`src/rtl/div_pkg.sv`:
```
// Shared types and constants for the sequential signed divider controller.
// Latency: n/a (package only).
// Backpressure: n/a (package only).
package div_pkg;

  // Controller states
  typedef enum logic [2:0] {
    IDLE,
    ITER,
    FIX,
    DZ,
    DONE
  } state_t;

  localparam int DIV_WIDTH_DEF = 16;

  // Quotient reported on divide-by-zero. Slice the low WIDTH bits (WIDTH <= 64).
  localparam logic [63:0] DZ_QUO_ALL = '1;

  // Ceiling log2. Never returns less than 1, so a counter always has one bit.
  function automatic int div_clog2(input int n);
    int r;
    int v;
    r = 0;
    v = n - 1;
    while (v > 0) begin
      r = r + 1;
      v = v >> 1;
    end
    return (r < 1) ? 1 : r;
  endfunction

endpackage

```
`src/rtl/div_step.sv`:
```
// One radix-2 restoring divide step: shift {p,a} left, trial-subtract b, keep or restore.
// Latency: combinational, 0 cycles.
// Backpressure: none (pure function of its inputs).
// Ports: p/a = partial remainder and quotient shift register in,
//        b = divisor magnitude, p_nxt/a_nxt = values after this step.
module div_step
  import div_pkg::*;
#(
  parameter int WIDTH = DIV_WIDTH_DEF
) (
  input  logic [WIDTH:0]   p,
  input  logic [WIDTH-1:0] a,
  input  logic [WIDTH-1:0] b,
  output logic [WIDTH:0]   p_nxt,
  output logic [WIDTH-1:0] a_nxt
);

  // Carry one extra bit so the sign of the trial subtraction is explicit.
  logic [WIDTH+1:0] p_sh;
  logic [WIDTH+1:0] trial;

  always_comb begin
    p_sh  = {p, a[WIDTH-1]};
    trial = p_sh - {2'b00, b};
    if (!trial[WIDTH+1]) begin
      p_nxt = trial[WIDTH:0];
      a_nxt = {a[WIDTH-2:0], 1'b1};
    end else begin
      p_nxt = p_sh[WIDTH:0];
      a_nxt = {a[WIDTH-2:0], 1'b0};
    end
  end

endmodule

```
`src/rtl/div_seq_ctrl.sv`:
```
// Multi-cycle signed (truncating) divider: one quotient bit per clock, then sign fix-up.
// Latency: accept edge to out_valid = WIDTH+2 cycles counting both edges (divide-by-zero: 2).
// Backpressure: result held in DONE until out_ready; in_ready low while busy.
// Ports: clk, rst_n (async active-low); in_valid/in_ready + dividend/divisor operand
//        handshake; out_valid/out_ready + quo/rem/dz result handshake.
// Build option: define DIV_B2B_EN to accept a new operand pair in DONE on the
//        same edge the current result is taken (back-to-back operation).
module div_seq_ctrl
  import div_pkg::*;
#(
  parameter int WIDTH = DIV_WIDTH_DEF
) (
  input  logic             clk,
  input  logic             rst_n,
  input  logic             in_valid,
  output logic             in_ready,
  input  logic [WIDTH-1:0] dividend,
  input  logic [WIDTH-1:0] divisor,
  output logic             out_valid,
  input  logic             out_ready,
  output logic [WIDTH-1:0] quo,
  output logic [WIDTH-1:0] rem,
  output logic             dz
);

  localparam int CW = div_clog2(WIDTH);

  state_t           state;
  state_t           state_nxt;
  logic [WIDTH:0]   p_q;
  logic [WIDTH-1:0] a_q;
  logic [WIDTH-1:0] b_q;
  logic             sq_q;
  logic             sr_q;
  logic [CW-1:0]    cnt_q;

  logic [WIDTH:0]   p_step;
  logic [WIDTH-1:0] a_step;
  logic             accept;
  logic             div_zero;
  logic [WIDTH-1:0] dividend_mag;
  logic [WIDTH-1:0] divisor_mag;

  // Unsigned magnitudes; the most negative value maps onto itself, which is
  // exactly 2^(WIDTH-1) when read as unsigned.
  assign dividend_mag = dividend[WIDTH-1] ? -dividend : dividend;
  assign divisor_mag  = divisor[WIDTH-1]  ? -divisor  : divisor;
  assign div_zero     = (divisor == '0);

  div_step #(.WIDTH(WIDTH)) u_step (
    .p     (p_q),
    .a     (a_q),
    .b     (b_q),
    .p_nxt (p_step),
    .a_nxt (a_step)
  );

  always_ff @(posedge clk or negedge rst_n) begin
    if (!rst_n) begin
      state <= IDLE;
    end else begin
      state <= state_nxt;
    end
  end

  always_comb begin
    state_nxt = state;
    in_ready  = 1'b0;
    case (state)
      IDLE: in_ready = 1'b1;
`ifdef DIV_B2B_EN
      DONE: in_ready = out_ready;
`else
      DONE: in_ready = 1'b0;
`endif
      default: in_ready = 1'b0;
    endcase

    accept = in_valid & in_ready;

    case (state)
      IDLE: if (accept) state_nxt = div_zero ? DZ : ITER;
      ITER: if (cnt_q == CW'(WIDTH - 1)) state_nxt = FIX;
      FIX:  state_nxt = DONE;
      DZ:   state_nxt = DONE;
      DONE: begin
        // accept can only be true here in the back-to-back build
        if (accept)         state_nxt = div_zero ? DZ : ITER;
        else if (out_ready) state_nxt = IDLE;
      end
      default: state_nxt = IDLE;
    endcase
  end

  // Divide datapath. On a zero divisor the raw dividend is parked in a_q so
  // the DZ state can return it as the remainder without another register.
  always_ff @(posedge clk or negedge rst_n) begin
    if (!rst_n) begin
      p_q   <= '0;
      a_q   <= '0;
      b_q   <= '0;
      sq_q  <= 1'b0;
      sr_q  <= 1'b0;
      cnt_q <= '0;
    end else if (accept) begin
      p_q   <= '0;
      a_q   <= div_zero ? dividend : dividend_mag;
      b_q   <= divisor_mag;
      sq_q  <= dividend[WIDTH-1] ^ divisor[WIDTH-1];
      sr_q  <= dividend[WIDTH-1];
      cnt_q <= '0;
    end else if (state == ITER) begin
      p_q   <= p_step;
      a_q   <= a_step;
      cnt_q <= cnt_q + CW'(1);
    end
  end

  // Result registers: written only when leaving FIX or DZ, so they stay
  // stable for the whole DONE residency and after the result is taken.
  always_ff @(posedge clk or negedge rst_n) begin
    if (!rst_n) begin
      quo       <= '0;
      rem       <= '0;
      dz        <= 1'b0;
      out_valid <= 1'b0;
    end else begin
      case (state)
        FIX: begin
          quo       <= sq_q ? -a_q : a_q;
          rem       <= sr_q ? -p_q[WIDTH-1:0] : p_q[WIDTH-1:0];
          dz        <= 1'b0;
          out_valid <= 1'b1;
        end
        DZ: begin
          quo       <= DZ_QUO_ALL[WIDTH-1:0];
          rem       <= a_q;
          dz        <= 1'b1;
          out_valid <= 1'b1;
        end
        DONE: if (out_ready) out_valid <= 1'b0;
        default: ;
      endcase
    end
  end

endmodule

```
`config.mk`:
```
export PLATFORM = sky130hd
export DESIGN_NAME = div_seq_ctrl
export DESIGN_NICKNAME = d
export VERILOG_FILES = /design/src/rtl/div_pkg.sv /design/src/rtl/div_step.sv /design/src/rtl/div_seq_ctrl.sv
export SDC_FILE = /design/constraint.sdc
export NUM_CORES = 1
export LEC_CHECK = 0
export ABC_AREA = 1
export ABC_CLOCK_PERIOD_IN_PS = 3400
export CORE_UTILIZATION = 41
export CTS_BUF_LIST = sky130_fd_sc_hd__clkbuf_16
export DETAILED_ROUTE_END_ITERATION = 16
export GPL_ROUTABILITY_DRIVEN = 0
export PLACE_DENSITY = 0.67
export SETUP_SLACK_MARGIN = 0.4
export SYNTH_ARGS = -nofsm -noshare
export SYNTH_HDL_FRONTEND = slang
export SYNTH_SLANG_ARGS = --single-unit
```
`constraint.sdc`:
```
create_clock -name clk -period 3.4 [get_ports clk]
set_input_delay 0.68 -clock clk [delete_from_list [all_inputs] [get_ports clk]]
set_output_delay 0.68 -clock clk [all_outputs]
set_load 0.02 [all_outputs]
```
==> results.sh, run 1 <==
export IMPL_n_antenna_cell=0
export IMPL_cts_root_buf="clkbuf_16"
export IMPL_grt_pass1_wl_um=30420
export IMPL_p_per_area_mw_per_mm2=1058
export IMPL_rsz0062_at_grt="false"
export IMPL_maxCapViolCount=0
export IMPL_first_pass_iters=5
export IMPL_multi_input_comb_area_sq_mm=0.003722
export IMPL_yosys_warnings=0
export IMPL_dpl_instance_area_sq_mm=0.007687
export IMPL_synth_nets=1058
export IMPL_yosys_top_cells_count="nand2_1 (275), inv_1 (150), nand3_1 (121)"
export IMPL_seq_power_share=0.255
export IMPL_die_w_um=131.0
export IMPL_cts_setup_buffers=0
export IMPL_clkPwrFrac=0.117
export IMPL_fin_cells=1281
export IMPL_final_area_sq_mm=0.007969
export IMPL_ir_drop_v=0.0004786
export IMPL_h_tree_depth=3
export IMPL_ys_seq_elements=92
export IMPL_clkLatencyLatePin_ns=0.35
export IMPL_synth_top_area_share=0.3374
export IMPL_clockBufferDepth=2
export IMPL_syn2layout_area_growth_pct=16.78
export IMPL_cts_tree="yes"
export IMPL_switching_power_mw=4.289
export IMPL_swShare=0.5086
export IMPL_worstPathCellList="nor2_1 -> inv_1 -> nor2_1 -> clkdlybuf4s50_1"
export IMPL_maxSlewHeadroom=0.5978
export IMPL_die_area_sq_mm=0.01716
export IMPL_worstReg2RegEnd="p_q[11]$_DFFE_PN0P_"
export IMPL_layout_drive_gt1_share=0.06761
export IMPL_synthArstFlopShare=1.000
export IMPL_path_clk_slew_ns=0.06
export IMPL_cts_sinks=92
export IMPL_first_iter_violations=551
export IMPL_drtAntennaViolNets=0
export IMPL_tightestPinTransition_ns=0.6033
export IMPL_cp_slowest_stage_delay_ns=0.62
export IMPL_yosys_area_top_type="dfrtp_1"
export IMPL_path_class="register to output port"
export IMPL_post_cts_resized=0
export IMPL_synth_area_leaders="dfrtp_1 (34%), nand2_1 (15%), nand3_1 (8.9%)"
export IMPL_overflow=0
export IMPL_start_util=0.4250
export IMPL_routedWlPerCell_um=14.50
export IMPL_worst_slack_ns=0.9621
export IMPL_rows=46
export IMPL_postCtsHoldBufs=0
export IMPL_synth_flop_cell="dfrtp_1"
export IMPL_finalNetCount=1119
export IMPL_synth_most_common_cell="nand2_1"
export IMPL_drc=0
export IMPL_fin_crit_ns=2.438
export IMPL_tns_ns=0
export IMPL_fin_skew_ns=0.006751
export IMPL_grt_use_total=0.2305
export IMPL_fin_crit_sh=0.7170
export IMPL_r2r_cells=12
export IMPL_power_mw=8.433
export IMPL_avgSynthCellArea_sq_um=6.824
export IMPL_yosysSeqAreaShare=0.3374
export IMPL_routed_via_density=5.249
export IMPL_place_ws_ns=0.7854
export IMPL_syn_instance_count=1000
export IMPL_maxSlewViolCount=0
export IMPL_pin_count=71
export IMPL_power_share_combinational=0.628
export IMPL_hold_viol=0
export IMPL_fmax_ghz=0.4102
export IMPL_synth_edff_count=0
export IMPL_grt_max_degree=46
export IMPL_place_inst=1266
export IMPL_hpwl_um=14290
export IMPL_cts_buffers=9
export IMPL_rr_startpoint="p_q[6]$_DFFE_PN0P_"
export IMPL_critical_path_endpoint_type="output port"
export IMPL_seqCellArea_sq_mm=0.002302
export IMPL_worst_setup_path_start_kind="register"
export IMPL_worstHoldPathType="input pin to asynchronous set/reset pin"
export IMPL_syn_area_sq_mm=0.006824
export IMPL_critPathMaxFanout=3
export IMPL_antenna_found_initial=0
export IMPL_io_buffer_count=70
export IMPL_synth_distinct_cells=48
export IMPL_fillers=1635
export IMPL_p_leak_nw=3.968
export IMPL_cp_arrival_ns=1.76
export IMPL_grt_pass1_vias=5991
export IMPL_p_int_mw=4.144
export IMPL_r2r_slack_ns=1.08
export IMPL_drt_total_wl_um=18580
export IMPL_setup_viol=0
export IMPL_cpMaxStageDelayCell="clkdlybuf4s50_1"
export IMPL_crit_required_ns=2.72
export IMPL_dr_total_vias=6724
export IMPL_outcome="completed"
export IMPL_coreArea_sq_mm=0.01606
export IMPL_crit_path_frequent_cell="nor2_1"
export IMPL_die_h_um=131.0
[cell families (layout without fill, tap and decap cells)]
| kind of cell | count (synthesis) | count (layout) | share of synthesized area |
|---|---|---|---|
| AOI/OAI and AO/OA | 130 | 130 | 0.1142 |
| xor gates and xnor gates | 21 | 21 | 0.02695 |
| adders and majority gates | 22 | 22 | 0.04144 |
| buffers and inverters | 194 | 259 | 0.1172 |
| DFF | 92 | 92 | 0.3374 |
| and+or+nand+nor | 541 | 541 | 0.3629 |
[cell usage in the layout, fill, tap and decap left out, types with 3 or more instances in the layout]
master	netlist	layout
nand4_1	20	20
dfrtp_1	92	92
a21oi_1	28	28
clkinv_1	3	5
nor2_2	6	6
ha_1	21	21
nand3_2	12	12
inv_2	10	10
o21ai_1	3	3
o22ai_1	14	14
clkdlybuf4s50_1	0	69
nor2_1	70	70
o31ai_1	3	3
nand2_4	4	4
a31oi_1	4	4
xor2_1	12	12
nand2_1	275	275
buf_4	2	12
nor3_2	6	6
and2_1	3	3
o21bai_1	7	7
o221ai_1	5	5
nand3b_1	4	4
o21ai_0	43	43
xnor2_1	9	9
nor3_1	11	11
o211ai_1	15	15
inv_1	150	150
clkbuf_16	0	9
nand3_1	121	121
[worst max-delay path, delay by kind of cell, from the launching register on]
kind	cells	cell delay, ns
buf+inv	2	0.71
flops	1	0.42
simple gates	2	0.28
[power groups by stage]
stage	combinational, mW	sequential [mW]	clock (mW)
5_1_grt	5.98	2.21	1.05
3_3_place_gp	5.18	2.15	0
2_1_floorplan	3.82	2.16	0
3_5_place_dp	5.25	2.16	0
6_report	5.29	2.15	0.985
4_1_cts	5.28	2.14	0.999
[sequential cells by signal (all words and copies together), names as in the netlist, 3 cells and up]
| name | flops |
|---|---|
| a_q | 16 |
| cnt_q | 4 |
| rem | 16 |
| p_q | 17 |
| state | 3 |
| b_q | 16 |
| quo | 16 |
[metrics by stage]
stage,hold slack (ns),util
6_report,0.3283,0.4963
5_1_grt,0.3643,0.4963
4_1_cts,0.3443,0.4963
3_5_place_dp,0.4509,0.4787
3_3_place_gp,0.4496,0.4787
2_1_floorplan,0.3844,-
[how the worst max path moves through the flow]
stage                         startpoint                   to  slack, ns
global placement              divisor[0]   a_q[9]$_DFFE_PN0P_       0.83
CTS                 state[2]$_DFFE_PN0P_             in_ready       0.97
floorplan                     divisor[1]  a_q[14]$_DFFE_PN0P_       1.45
detailed placement            divisor[1]   a_q[9]$_DFFE_PN0P_       0.79
global route        state[2]$_DFFE_PN0P_             in_ready       0.87
finish              state[2]$_DFFE_PN0P_             in_ready       0.96
[layer usage]
metal / wire (um) / GRT usage / up-vias
met5: 0 / 0 / -
met4: 183 / 0.05139 / 0
met3: 1066 / 0.03257 / 16
met2: 8346 / 0.3557 / 235
met1: 8980 / 0.3400 / 3100
li1: - / - / 3373
[area by class of cell]
type / instances / share of cell area
clock inverters: 6 / 0.007065
repair buffers: 81 / 0.09797
flip-flops and latches: 92 / 0.2889
well taps: 216 / 0.03391
clock buffers: 9 / 0.02826
multi-input cells: 714 / 0.4671
inverters: 163 / 0.07678
Power figures use the tool's default switching activity.
==> run 2: changes to the inputs <==
ABC_CLOCK_PERIOD_IN_PS = 2000   (was 3400)
PLACE_DENSITY = 0.69   (was 0.67)
clock period = 2 ns   (was 3.4 ns; I/O delays follow)
==> run 2 against run 1 <==
  * The flow now finishes with violations (negative setup slack)
  * Die area did not move
  * Count of clock-buffer cells in the layout did not move
  * First-iteration DRC count rose by 19%
  * Global-route usage rose by 4.0 points
  * Hold slack got worse by 0.32 ns
  * Combinational power rose to 2.6 times the previous value
  * Sequential share of layout area fell by 6.2 points
==> results.sh, run 2 (synthesized netlist as in run 1, its figures left out) <==
export IMPL_outcome="finished, violations left"
export IMPL_failed_checks="negative setup slack"
export IMPL_fin_crit_ns=2.131
export IMPL_first_pass_iters=5
export IMPL_rsz0062_at_grt="true"
export IMPL_cts_tree="yes"
export IMPL_start_util=0.4250
export IMPL_final_core_util=0.6351
export IMPL_finalNetCount=1264
export IMPL_cp_arrival_ns=2.36
export IMPL_setup_viol=15
export IMPL_overflow=0
export IMPL_dr_total_vias=7642
export IMPL_cts_root_buf="clkbuf_16"
export IMPL_grt_pass1_wl_um=35700
export IMPL_rows=46
export IMPL_worst_setup_path_start_kind="register"
export IMPL_clockBufferDepth=2
export IMPL_fmax_ghz=0.4692
export IMPL_fillers=1331
export IMPL_maxSlewHeadroom=0.4955
export IMPL_p_leak_nw=4.990
export IMPL_worstHoldPathType="input pin to asynchronous set/reset pin"
export IMPL_io_buffer_count=70
export IMPL_antenna_found_initial=0
export IMPL_fin_crit_sh=1.066
export IMPL_ir_drop_v=0.001003
export IMPL_critPathMaxFanout=7
export IMPL_first_iter_violations=658
export IMPL_maxCapViolCount=0
export IMPL_grt_use_total=0.2709
export IMPL_crit_required_ns=2.23
export IMPL_routed_via_density=5.355
export IMPL_r2r_cells=14
export IMPL_routedWlPerCell_um=16.19
export IMPL_maxSlewViolCount=0
export IMPL_fin_skew_ns=0.007176
export IMPL_top_register="p_q"
export IMPL_syn2layout_area_growth_pct=49.45
export IMPL_p_per_area_mw_per_mm2=1854
export IMPL_hpwl_um=15270
export IMPL_path_class="register to register"
export IMPL_pin_count=71
export IMPL_h_tree_depth=3
export IMPL_multi_input_comb_area_sq_mm=0.004727
export IMPL_largest_register_ffs=17
export IMPL_grt_max_degree=38
export IMPL_layout_common_cells="nand2_1 (240), buf_4 (123), inv_1 (110), dfrtp_1 (84), nand3_1 (79)"
export IMPL_worst_slack_ns=-0.1314
export IMPL_path_clk_slew_ns=0.06
export IMPL_grt_pass1_vias=7132
export IMPL_seqCellArea_sq_mm=0.002312
export IMPL_postCtsHoldBufs=0
export IMPL_die_w_um=131.0
export IMPL_hold_viol=0
export IMPL_coreArea_sq_mm=0.01606
export IMPL_drt_total_wl_um=23100
export IMPL_drtAntennaViolNets=0
export IMPL_place_ws_ns=-0.2437
export IMPL_die_h_um=131.0
export IMPL_cts_sinks=92
export IMPL_critical_path_endpoint_type="register"
export IMPL_layout_drive_gt1_share=0.3204
export IMPL_clkLatencyLatePin_ns=0.35
export IMPL_cts_buffers=9
export IMPL_drc=0
export IMPL_final_common_cell="nand2_1"
export IMPL_die_area_sq_mm=0.01716
export IMPL_n_antenna_cell=0
export IMPL_tightestPinTransition_ns=0.7559
run 2: routing by layer:
layer | track usage | part of all wire | up-vias
met5 | 0 | 0 | -
met1 | 0.3744 | 0.44 | 3595
met4 | 0.1021 | 0.030 | 0
met2 | 0.4261 | 0.46 | 307
li1 | - | - | 3683
met3 | 0.04316 | 0.065 | 57
run 2: final timing paths:
| path | slack [ns] | from | endpoint |
|---|---|---|---|
| max in group asynchronous | 1.42 | rst_n | state[2]$_DFFE_PN0P_ |
| min in group clk | 0.32 | divisor[0] | b_q[0]$_DFFE_PN0P_ |
| max | -0.13 | p_q[2]$_DFFE_PN0P_ | p_q[9]$_DFFE_PN0P_ |
| max reg2reg | -0.13 | p_q[2]$_DFFE_PN0P_ | p_q[9]$_DFFE_PN0P_ |
| min | 0.01 | rst_n | dz$_DFFE_PN0P_ |
| min reg2reg | 0.46 | cnt_q[3]$_DFFE_PN0P_ | cnt_q[3]$_DFFE_PN0P_ |
run 2: through the flow:
| stage | power (mW) | hold WS [ns] | setup TNS [ns] | instance area, sq um | std cells |
|---|---|---|---|---|---|
| final | 18.91 | 0.01023 | -0.7640 | 10200 | 1427 |
| after global routing | 20.26 | 0.03246 | -2.262 | 10200 | 1427 |
| after CTS | 17.17 | 0.02195 | 0 | 9638 | 1407 |
| after detailed placement | 13.82 | 0.3899 | -3.911 | 8546 | 1350 |
| after floorplan | 10.43 | 0.1044 | 0 | 7012 | 1000 |
| after global placement | 13.63 | 0.3830 | -3.050 | 8546 | 1350 |
run 2: final cells by class:
cell class | count | share of cell area
clock buffers | 9 | 0.02208
inverters | 163 | 0.06294
repair buffers | 218 | 0.1947
flip-flops and latches | 92 | 0.2267
clock inverters | 7 | 0.003558
multi-input cells | 722 | 0.4635
well taps | 216 | 0.02650
run 2: critical path, stage by stage, from the launching register on:
cell     delay [ns]
dfrtp_1        0.44
ha_4           0.27
nand2_4        0.09
inv_2          0.04
nand2_2        0.06
nand2_2        0.06
nand2_2        0.11
nand3_4        0.09
nand2_4        0.12
buf_12         0.12
nand2_8        0.14
nand2_8        0.15
nand3_2        0.09
nand3_1        0.15
nand2_1        0.07
run 2: what timing repair did:
item / in CTS / in global routing
pin swaps: 52 / 55
cloned: 10 / 1
gates resized for setup: 171 / 127
setup endpoints to repair: 92 / 59
buffers inserted: 31 / 19
run 2: power by group:
part	internal, mW	switching [mW]
combinational	5.79	7.96
clock	0.825	0.726
sequential	2.75	0.862
total	9.36	9.55
